### config.mk
export PLATFORM = sky130hd
export DESIGN_NAME = uart_rx_axis_buffered
export DESIGN_NICKNAME = d
export VERILOG_FILES = /design/src/rtl/uart_rx_axis_buffered_pkg.sv /design/src/rtl/uart_rx_fifo.sv /design/src/rtl/uart_rx_axis_buffered.sv
export SDC_FILE = /design/constraint.sdc
export NUM_CORES = 1
export LEC_CHECK = 0
export ABC_AREA = 0
export CORE_MARGIN = 2
export CORE_UTILIZATION = 40
export CTS_BUF_LIST = sky130_fd_sc_hd__clkbuf_16
export DETAILED_ROUTE_END_ITERATION = 10
export SYNTH_ARGS = -nofsm -noshare
export SYNTH_HDL_FRONTEND = slang
export SYNTH_SLANG_ARGS = --single-unit
### constraint.sdc
create_clock -name aclk -period 3.6 [get_ports aclk]
set_input_delay 0.72 -clock aclk [delete_from_list [all_inputs] [get_ports aclk]]
set_output_delay 0.72 -clock aclk [all_outputs]
set_load 0.05 [all_outputs]
### src/rtl/uart_rx_axis_buffered_pkg.sv
// Shared types and timing helpers for the buffered UART receiver.
// Bit-period math, parity-mode codes, FSM states and the FIFO word layout.
package uart_rx_axis_buffered_pkg;

    localparam int PAR_NONE = 0;
    localparam int PAR_ODD  = 1;
    localparam int PAR_EVEN = 2;

    localparam int DATA_W = 8;

    typedef struct packed {
        logic              err;
        logic [DATA_W-1:0] data;
    } rx_word_t;

    typedef enum logic [2:0] {
        ST_IDLE,
        ST_START,
        ST_DATA,
        ST_PARITY,
        ST_STOP
    } rx_state_t;

    // Rounded clocks per bit; 64-bit math keeps large MHz values safe.
    function automatic int calc_clks_per_bit(input int clk_mhz, input int bit_rate);
        longint num;
        num = longint'(clk_mhz) * 64'd1000000 + longint'(bit_rate / 2);
        return int'(num / longint'(bit_rate));
    endfunction

    function automatic int calc_half_bit(input int clk_mhz, input int bit_rate);
        return calc_clks_per_bit(clk_mhz, bit_rate) / 2;
    endfunction

endpackage

### src/rtl/uart_rx_fifo.sv
// Synchronous first-word-fall-through FIFO for received words.
// The head is visible on rdata whenever empty is low; rdata reads zero when empty.
module uart_rx_fifo
    import uart_rx_axis_buffered_pkg::*;
#(
    parameter int DEPTH = 16
) (
    input  logic                         aclk,
    input  logic                         aresetn,
    input  logic                         push,
    input  rx_word_t                     wdata,
    input  logic                         pop,
    output rx_word_t                     rdata,
    output logic                         full,
    output logic                         empty,
    output logic [$clog2(DEPTH+1)-1:0]   count
);

    localparam int AW = $clog2(DEPTH);
    localparam int CW = $clog2(DEPTH + 1);

    rx_word_t          mem [DEPTH];
    logic [AW-1:0]     wr_ptr;
    logic [AW-1:0]     rd_ptr;
    logic              do_push;
    logic              do_pop;

    assign full    = (count == CW'(DEPTH));
    assign empty   = (count == '0);
    assign do_pop  = pop && !empty;
    // When full, a same-cycle pop frees the slot the write lands in.
    assign do_push = push && (!full || do_pop);

    always_ff @(posedge aclk or negedge aresetn) begin
        if (!aresetn) begin
            wr_ptr <= '0;
            rd_ptr <= '0;
            count  <= '0;
        end else begin
            if (do_push) wr_ptr <= wr_ptr + 1'b1;
            if (do_pop)  rd_ptr <= rd_ptr + 1'b1;
            case ({do_push, do_pop})
                2'b10:   count <= count + 1'b1;
                2'b01:   count <= count - 1'b1;
                default: count <= count;
            endcase
        end
    end

    always_ff @(posedge aclk) begin
        if (do_push) mem[wr_ptr] <= wdata;
    end

    assign rdata = empty ? '0 : mem[rd_ptr];

endmodule

### src/rtl/uart_rx_axis_buffered.sv
// UART receiver feeding an AXI-Stream master through a FWFT FIFO.
// Errored words are delivered with tuser set; a full FIFO drops the word and pulses overflow.
module uart_rx_axis_buffered
    import uart_rx_axis_buffered_pkg::*;
#(
    parameter int CLK_FREQ      = 100,
    parameter int BIT_RATE      = 115200,
    parameter int BIT_PER_WORD  = 8,
    parameter int PARITY_BIT    = 0,
    parameter int STOP_BITS_NUM = 1,
    parameter int FIFO_DEPTH    = 16
) (
    input  logic        aclk,
    input  logic        aresetn,
    input  logic        RX,
    output logic [7:0]  out_tdata,
    output logic        out_tuser,
    output logic        out_tvalid,
    input  logic        out_tready,
    output logic        overflow
);

    localparam int CLKS_PER_BIT = calc_clks_per_bit(CLK_FREQ, BIT_RATE);
    localparam int HALF_BIT     = calc_half_bit(CLK_FREQ, BIT_RATE);
    localparam int CNT_W        = $clog2(CLKS_PER_BIT + 1);
    localparam int CW           = $clog2(FIFO_DEPTH + 1);
    localparam int SYNC_STAGES  = 2;

    localparam logic [CNT_W-1:0] BIT_END   = CNT_W'(CLKS_PER_BIT - 1);
    localparam logic [CNT_W-1:0] HALF_END  = CNT_W'(HALF_BIT - 1);
    localparam logic [2:0]       LAST_DATA = 3'(BIT_PER_WORD - 1);
    localparam logic [2:0]       LAST_STOP = 3'(STOP_BITS_NUM - 1);
    localparam logic             PAR_SENSE = (PARITY_BIT == PAR_ODD);

    logic                     rx_meta, rx_sync, rx_prev;
    logic [SYNC_STAGES:0]     vld_pipe;
    logic                     start_edge;

    rx_state_t                state_q, state_d;
    logic [CNT_W-1:0]         cnt_q, cnt_d;
    logic [2:0]               idx_q, idx_d;
    logic [BIT_PER_WORD-1:0]  data_q, data_d;
    logic                     err_q, err_d;
    logic                     tick;
    logic                     push;

    rx_word_t                 push_word, head;
    logic                     fifo_push, fifo_pop, fifo_full, fifo_empty;
    logic [CW-1:0]            fifo_count;

    // vld_pipe marks when rx_prev holds a real line sample, so a line that is
    // already low at reset release is not mistaken for a start edge.
    always_ff @(posedge aclk or negedge aresetn) begin
        if (!aresetn) begin
            rx_meta  <= 1'b1;
            rx_sync  <= 1'b1;
            rx_prev  <= 1'b1;
            vld_pipe <= '0;
        end else begin
            rx_meta  <= RX;
            rx_sync  <= rx_meta;
            rx_prev  <= rx_sync;
            vld_pipe <= {vld_pipe[SYNC_STAGES-1:0], 1'b1};
        end
    end

    assign start_edge = vld_pipe[SYNC_STAGES] && rx_prev && !rx_sync;

    always_ff @(posedge aclk or negedge aresetn) begin
        if (!aresetn) begin
            state_q <= ST_IDLE;
            cnt_q   <= '0;
            idx_q   <= '0;
            data_q  <= '0;
            err_q   <= 1'b0;
        end else begin
            state_q <= state_d;
            cnt_q   <= cnt_d;
            idx_q   <= idx_d;
            data_q  <= data_d;
            err_q   <= err_d;
        end
    end

    always_comb begin
        state_d = state_q;
        cnt_d   = cnt_q;
        idx_d   = idx_q;
        data_d  = data_q;
        err_d   = err_q;
        push    = 1'b0;
        tick    = (cnt_q == BIT_END);
        case (state_q)
            ST_IDLE: begin
                cnt_d = '0;
                if (start_edge) state_d = ST_START;
            end
            ST_START: begin
                if (cnt_q == HALF_END) begin
                    cnt_d   = '0;
                    idx_d   = '0;
                    err_d   = 1'b0;
                    state_d = rx_sync ? ST_IDLE : ST_DATA;
                end else begin
                    cnt_d = cnt_q + 1'b1;
                end
            end
            ST_DATA: begin
                if (tick) begin
                    cnt_d  = '0;
                    data_d = {rx_sync, data_q[BIT_PER_WORD-1:1]};
                    if (idx_q == LAST_DATA) begin
                        idx_d   = '0;
                        state_d = (PARITY_BIT != PAR_NONE) ? ST_PARITY : ST_STOP;
                    end else begin
                        idx_d = idx_q + 1'b1;
                    end
                end else begin
                    cnt_d = cnt_q + 1'b1;
                end
            end
            ST_PARITY: begin
                if (tick) begin
                    cnt_d   = '0;
                    err_d   = err_q | ((^data_q ^ rx_sync) != PAR_SENSE);
                    state_d = ST_STOP;
                end else begin
                    cnt_d = cnt_q + 1'b1;
                end
            end
            ST_STOP: begin
                if (tick) begin
                    cnt_d = '0;
                    if (!rx_sync) err_d = 1'b1;
                    // Leave at mid-stop so the next start edge is not missed.
                    if (idx_q == LAST_STOP) begin
                        push    = 1'b1;
                        idx_d   = '0;
                        state_d = ST_IDLE;
                    end else begin
                        idx_d = idx_q + 1'b1;
                    end
                end else begin
                    cnt_d = cnt_q + 1'b1;
                end
            end
            default: state_d = ST_IDLE;
        endcase
    end

    assign push_word = '{err: err_q | ~rx_sync, data: DATA_W'(data_q)};

    assign fifo_pop  = out_tready && (fifo_count != '0);
    assign fifo_push = push && (!fifo_full || fifo_pop);
    assign overflow  = push && fifo_full && !fifo_pop;

    uart_rx_fifo #(
        .DEPTH (FIFO_DEPTH)
    ) u_fifo (
        .aclk    (aclk),
        .aresetn (aresetn),
        .push    (fifo_push),
        .wdata   (push_word),
        .pop     (fifo_pop),
        .rdata   (head),
        .full    (fifo_full),
        .empty   (fifo_empty),
        .count   (fifo_count)
    );

    assign out_tvalid = !fifo_empty;
    assign out_tdata  = head.data;
    assign out_tuser  = head.err;

endmodule
After elaboration in Yosys (flattened, before gate mapping)
Memories as Yosys holds them, arrays and structs flattened.
Index checks and enable logic that the tools add are counted.
{ "totals": {"regBits": 44, "ram_bits": 144, "in_bits": 4, "wordCells": 99, "memories": 1} }
{ "memory_table": {"columns": ["name", "words", "width", "rd", "rd_clocked_by_memory_dff", "write_ports", "line", "source"], "rows": [
  ["u_fifo.mem", 16, 9, 1, 0, 1, "uart_rx_fifo.sv:22", "rx_word_t mem [DEPTH];"]
]} }
{ "classes": {"addsub": 6, "eq_ne": 18, "mux": 30, "n_bitwise": 4, "n_reduce_logical": 28} }
{ "ops": {"columns": ["cell", "count"], "rows": [
  ["$mux W3", 12],
  ["$pmux W10 S3", 1],
  ["$mux W10", 2],
  ["$ne A2 B2 Y1 const B", 8],
  ["$pmux W3 S5", 1],
  ["$add A10 B1 Y10 const B", 1],
  ["$eq A10 B10 Y1 const B", 1],
  ["$eq A10 B9 Y1 const B", 1],
  ["$pmux W5 S2", 1],
  ["$mux W1", 9],
  ["$mux W9", 1],
  ["$pmux W3 S3", 1],
  ["$reduce_bool A3 Y1", 3],
  ["$add A4 B1 Y4 const B", 2],
  ["$logic_and A1 B1 Y1", 8],
  ["$reduce_xor A8 Y1", 1],
  ["$reduce_and A7 Y1", 1],
  ["$eq A3 B2 Y1 const B", 2],
  ["$eq A3 B3 Y1 const B", 2],
  ["$logic_not A3 Y1", 2],
  ["$add A5 B1 Y5 const B", 1],
  ["$eq A5 B5 Y1 const B", 1],
  ["$logic_not A5 Y1", 1],
  ["$reduce_and A5 Y1", 1],
  ["other kinds (17)", 22]
]} }

Logic depth before layout (Yosys ltp)
{ "logic_depth": {"ltp_word": 8, "ltp_mapped": 14, "mapped_depth_nobuf": 13} }

Cells and area by module
Synthesis repeated with hierarchy kept, for this count alone.
{ "unflattened": {"cells_unflattened": 478, "hier_area_um2": 8092.8} }
{ "modules_own_cells": {"columns": ["mod", "instances", "cells_per_inst", "area_per_inst_um2"], "rows": [
  ["uart_rx_fifo", 1, 326, 6422.4],
  ["uart_rx_axis_buffered", 1, 152, 1670.4]
]} }

Worst setup path after synthesis
OpenSTA, ideal clock, no wires.
{ "synth_timing": {"path_kind": "flip-flop to output port", "from": "reg u_fifo.count[1]", "to": "out overflow", "arrival_ns": 2.865, "required_time_ns": 2.880, "setup_slack_ns": 0.015, "stages_incl_launch_ff": 5, "path_buffers": 0, "cell_sequence": "dfrtp_1 -> or4_1 -> nor3b_2 -> inv_1 -> nor4_1"} }
{ "synth_between": {"elab_chain_cells": 4, "word_cells_on_any_way": 6, "classes_between": "eq/ne (1); reduce/logical (5)"} }
{ "synth_rtl": {"columns": ["element", "line", "source"], "rows": [
  ["start: declaration", "uart_rx_fifo.sv:16", "output logic [$clog2(DEPTH+1)-1:0] count"],
  ["start signal: assignment", "uart_rx_fifo.sv:43", "2'b10: count <= count + 1'b1;"],
  ["start signal: assignment", "uart_rx_fifo.sv:44", "2'b01: count <= count - 1'b1;"],
  ["start signal: assignment", "uart_rx_fifo.sv:45", "default: count <= count;"],
  ["$reduce_bool A5 Y1", "uart_rx_axis_buffered.sv:153", "assign fifo_pop = out_tready && (fifo_count != '0);"],
  ["$logic_and A1 B1 Y1", "uart_rx_axis_buffered.sv:153", null],
  ["$logic_not A1 Y1", "uart_rx_axis_buffered.sv:155", "assign overflow = push && fifo_full && !fifo_pop;"],
  ["$logic_and A1 B1 Y1 (*)", "uart_rx_axis_buffered.sv:155", null],
  ["end: declaration", "uart_rx_axis_buffered.sv:20", "output logic overflow"]
]} }
Every way passes the cells marked *; elsewhere a longest branch is shown, timed or not.

Worst setup path after layout
{ "layout_timing": {"from": "reg u_fifo.rd_ptr[0]", "to": "out out_tdata[6]"} }
{ "layout_between": {"elab_chain_cells": 2} }
{ "layout_rtl": {"columns": ["element", "line", "source"], "rows": [
  ["start: declaration", "uart_rx_fifo.sv:24", "logic [AW-1:0] rd_ptr;"],
  ["start signal: assignment", "uart_rx_fifo.sv:41", "if (do_pop) rd_ptr <= rd_ptr + 1'b1;"],
  ["$mem_v2 Z16 W9", null, null],
  ["$mux W9", "uart_rx_fifo.sv:54", "assign rdata = empty ? '0 : mem[rd_ptr];"],
  ["end: declaration", "uart_rx_axis_buffered.sv:16", "output logic [7:0] out_tdata,"]
]} }
Every way passes these cells.

==> impl_summary.log <==
INFO  metric status = complete, no violations
INFO  metric fillers = 1668
INFO  metric rows = 51
INFO  metric setup-tns-final = 0 ns
INFO  metric routed_wire_length_per_instance = 20.4 um
INFO  metric place.detailed.hpwl = 10.2 mm
INFO  metric gpl.final_weighted_congestion = 0.772
INFO  metric drc = 0
INFO  metric synth_largest_area_cell = sky130_fd_sc_hd__edfxtp_1
INFO  metric ys_warn_count = 0
INFO  metric ys_top_cells_by_area = sky130_fd_sc_hd__edfxtp_1 54%, sky130_fd_sc_hd__dfrtp_1 13%, sky130_fd_sc_hd__mux4_2 13%
INFO  metric required = 2.88 ns
INFO  metric yosys_register_bits = 188
INFO  metric grtUsageTotal = 0.153
INFO  metric leading_cell_type_in_the_layout_fill_and_taps_excluded = sky130_fd_sc_hd__edfxtp_1
INFO  metric grt_pass1_wl = 24.0 mm
INFO  metric final_cell_mix = 144 x sky130_fd_sc_hd__edfxtp_1, 45 x sky130_fd_sc_hd__mux4_2, 40 x sky130_fd_sc_hd__dfrtp_1, 18 x sky130_fd_sc_hd__nand2_1
INFO  metric die_h = 146 um
INFO  metric sequential_cell_area = 5430 um^2
INFO  metric clock_tree_buffer_depth = 2
INFO  metric maxSlewHeadroom = 0.352
INFO  metric cts.htree.levels = 4
INFO  metric synth_top_area_frac = 0.537
INFO  metric fmax = 292 MHz
INFO  metric synth_seq_area_share = 0.674
INFO  metric grt_antenna_before_repair = 0
INFO  metric worst_setup_path_end_kind = primary output
INFO  metric report.final.hold_viol_count = 0
INFO  metric cts_root_buffer = sky130_fd_sc_hd__clkbuf_16
INFO  metric drt_pass1_iterations = 4
INFO  metric ctsResizeCount = 0
INFO  metric multi_input_comb_area = 2430 um^2
INFO  metric io-pin-count = 15
INFO  metric ant_nets = 0
INFO  metric edff_count_synth = 144
INFO  metric post-place-cells = 726
INFO  metric setup_violations = 0
INFO  metric synth_flop_cell = sky130_fd_sc_hd__edfxtp_1
INFO  metric drt_iter0_drc = 224
INFO  metric clock_sinks = 188
INFO  metric source_of_the_worst_register_to_register_timing_path = u_fifo.count[1]$_DFFE_PN0P_
INFO  metric worstRegToRegCells = 12
INFO  metric grt_pass1_vias = 4138
INFO  metric core-area = 19600 um^2
INFO  metric tightest_slew = 0.972 ns
INFO  metric crit_arrival = 2.71 ns
INFO  metric io_buffer_count = 14
INFO  metric grt_start_max_net_pins = 45
INFO  metric floorplan.initialDensity = 0.411
INFO  metric min_delay_worst_endpoint = vld_pipe[1]$_DFF_PN0_
INFO  metric max_cap_viol_count = 0
INFO  metric synthToLayoutAreaGrowth = 12.6%
INFO  metric holdCritPathClass = reg -> reg
INFO  metric finalMaxSlewViolations = 0
INFO  metric critPathKind = reg -> out
INFO  metric holdWs = 0.353 ns
INFO  metric cts_tree = done
INFO  metric ys_async_sr_fraction = 0.234
INFO  metric crit_path_max_fanout = 13
INFO  metric dieArea = 21300 um^2
INFO  metric power.leakage = 3.56 nW
INFO  metric start_point_of_the_worst_min_delay_path = vld_pipe[0]$_DFF_PN0_
INFO  metric crit_path_start_kind = flop
INFO  metric final.setup_skew = 0.00910 ns
INFO  metric pwr_density_cell = 618 nW/um^2
INFO  metric fin_ws = 0.171 ns
INFO  metric hold_path_depth = 0
INFO  metric synth_nets = 473
INFO  metric synth.cell_area = 8060 um^2
INFO  metric worstSkewPairLatency = 0.43 ns
INFO  metric post_route_cells_drive_above_1_share = 0.270
INFO  metric postCtsHoldBufs = 0
INFO  metric total_wirelength = 15.5 mm
INFO  metric vias = 4049
INFO  metric clock_edge_transition_at_the_registers_on_the_reported_setup_and_hold_paths = 0.07 ns
INFO  metric minimum_setup_slack_after_placement = 0.234 ns
INFO  metric worstSetupStartpoint = u_fifo.rd_ptr[0]$_DFFE_PN0P_
INFO  metric finish.net_count = 498
INFO  metric globalRouteOverflowTotal = 0
INFO  metric crit-reg2reg-capture = u_fifo.count[4]$_DFFE_PN0P_
INFO  metric cts.repair_timing.setup_buffer_count = 0
INFO  metric num_antenna_cells = 0
INFO  metric drt-vias-per-instance = 5.34
INFO  metric vdd.ir_drop.worst = 0.000377 V
INFO  metric finalCriticalPeriod = 3.43 ns
INFO  metric finalNonFillerCells = 758
INFO  metric layout_worst_path_cycle_share = 0.952
INFO  metric netlist_instances = 455
INFO  metric rsz0062_at_grt = false
INFO  metric synthDistinctLibCells = 54
INFO  metric postSynthAreaPerCell = 17.7 um^2
INFO  metric chipWidth = 146 um
INFO  metric cts_buffer_count = 17
INFO  metric flop_to_flop_setup_slack = 0.41 ns
layout make-up:
class | instances | share of cell area
sequential | 188 | 0.599
multi-input combinational | 236 | 0.268
clock buffer | 17 | 0.0469
tap | 265 | 0.0366
timing repair buffer | 25 | 0.0268
clock inverter | 15 | 0.0178
inverter | 12 | 0.00497
metrics by stage:
step	cell area [um^2]	power, W	utilization
3_5_place_dp	8480	0.00383	0.433
2_1_floorplan	8060	0.00356	-
6_report	9070	0.00560	0.463
5_1_grt	9070	0.00585	0.463
4_1_cts	9070	0.00565	0.463
3_3_place_gp	8480	0.00380	0.433
worst max-delay path: stages (launching register included):
cell                      delay [ns]
sky130_fd_sc_hd__dfrtp_2        0.63
sky130_fd_sc_hd__buf_12         0.23
sky130_fd_sc_hd__mux4_2         0.54
sky130_fd_sc_hd__mux4_2         0.53
sky130_fd_sc_hd__nor2b_1        0.16
sky130_fd_sc_hd__buf_4          0.19
power breakdown:
group / internal, W / switching, W
clock: 0.000938 / 0.000899
combinational: 0.000555 / 0.000551
sequential: 0.00241 / 0.000246
total: 0.00391 / 0.00170
kinds of logic (layout without fill, tap and decap cells):
| group | Yosys count | in the layout | synth area share |
|---|---|---|---|
| flip-flops | 188 | 188 | 0.674 |
| AND/OR/NAND/NOR | 104 | 104 | 0.0784 |
| multiplexers | 60 | 60 | 0.147 |
| AO/OA/AOI/OAI | 38 | 38 | 0.0323 |
| buffers and inverters | 31 | 69 | 0.0242 |
| XOR/XNOR | 19 | 19 | 0.0224 |
| adder cells (fa/ha/maj) | 14 | 14 | 0.0217 |
| other | 1 | 1 | 0.000465 |
flip-flops by register name, summed over array words and instances, names as in the netlist:
name,count
vld_pipe,3
u_fifo.mem,144
rx_sync,1
u_fifo.rd_ptr,4
data_q,8
cnt_q,10
err_q,1
u_fifo.wr_ptr,4
rx_meta,1
u_fifo.count,5
state_q,3
rx_prev,1
idx_q,3
how the worst max path moves through the flow:
stage          cells after the start                     endpoint
4_1_cts                            5                 out_tdata[6]
3_5_place_dp                      12  u_fifo.count[4]$_DFFE_PN0P_
2_1_floorplan                      4                     overflow
3_3_place_gp                      12  u_fifo.count[4]$_DFFE_PN0P_
5_1_grt                            5                 out_tdata[6]
6_report                           5                 out_tdata[6]
layer usage:
metal | track usage | share of wire
met3 | 0.0379 | 0.043
met2 | 0.249 | 0.50
met5 | 0 | 0
met4 | 0.0397 | 0.012
met1 | 0.207 | 0.45
synthesized netlist by cell type, types with 4 or more instances:
master	n
sky130_fd_sc_hd__dfrtp_1	41
sky130_fd_sc_hd__nand2_1	18
sky130_fd_sc_hd__buf_2	4
sky130_fd_sc_hd__clkbuf_1	6
sky130_fd_sc_hd__ha_1	14
sky130_fd_sc_hd__and2_1	13
sky130_fd_sc_hd__inv_1	12
sky130_fd_sc_hd__nand4_1	4
sky130_fd_sc_hd__nor3b_1	8
sky130_fd_sc_hd__mux4_2	45
sky130_fd_sc_hd__o21ai_0	12
sky130_fd_sc_hd__xnor2_1	10
sky130_fd_sc_hd__edfxtp_1	144
sky130_fd_sc_hd__buf_6	6
sky130_fd_sc_hd__nor2_1	11
sky130_fd_sc_hd__nand3_1	4
sky130_fd_sc_hd__mux2_2	12
sky130_fd_sc_hd__a21o_1	5
sky130_fd_sc_hd__and3_1	4
sky130_fd_sc_hd__xor2_1	8
sky130_fd_sc_hd__a21oi_1	5
sky130_fd_sc_hd__nor2b_1	13
sky130_fd_sc_hd__nor3_1	5
(Power assumes the default switching activity.)
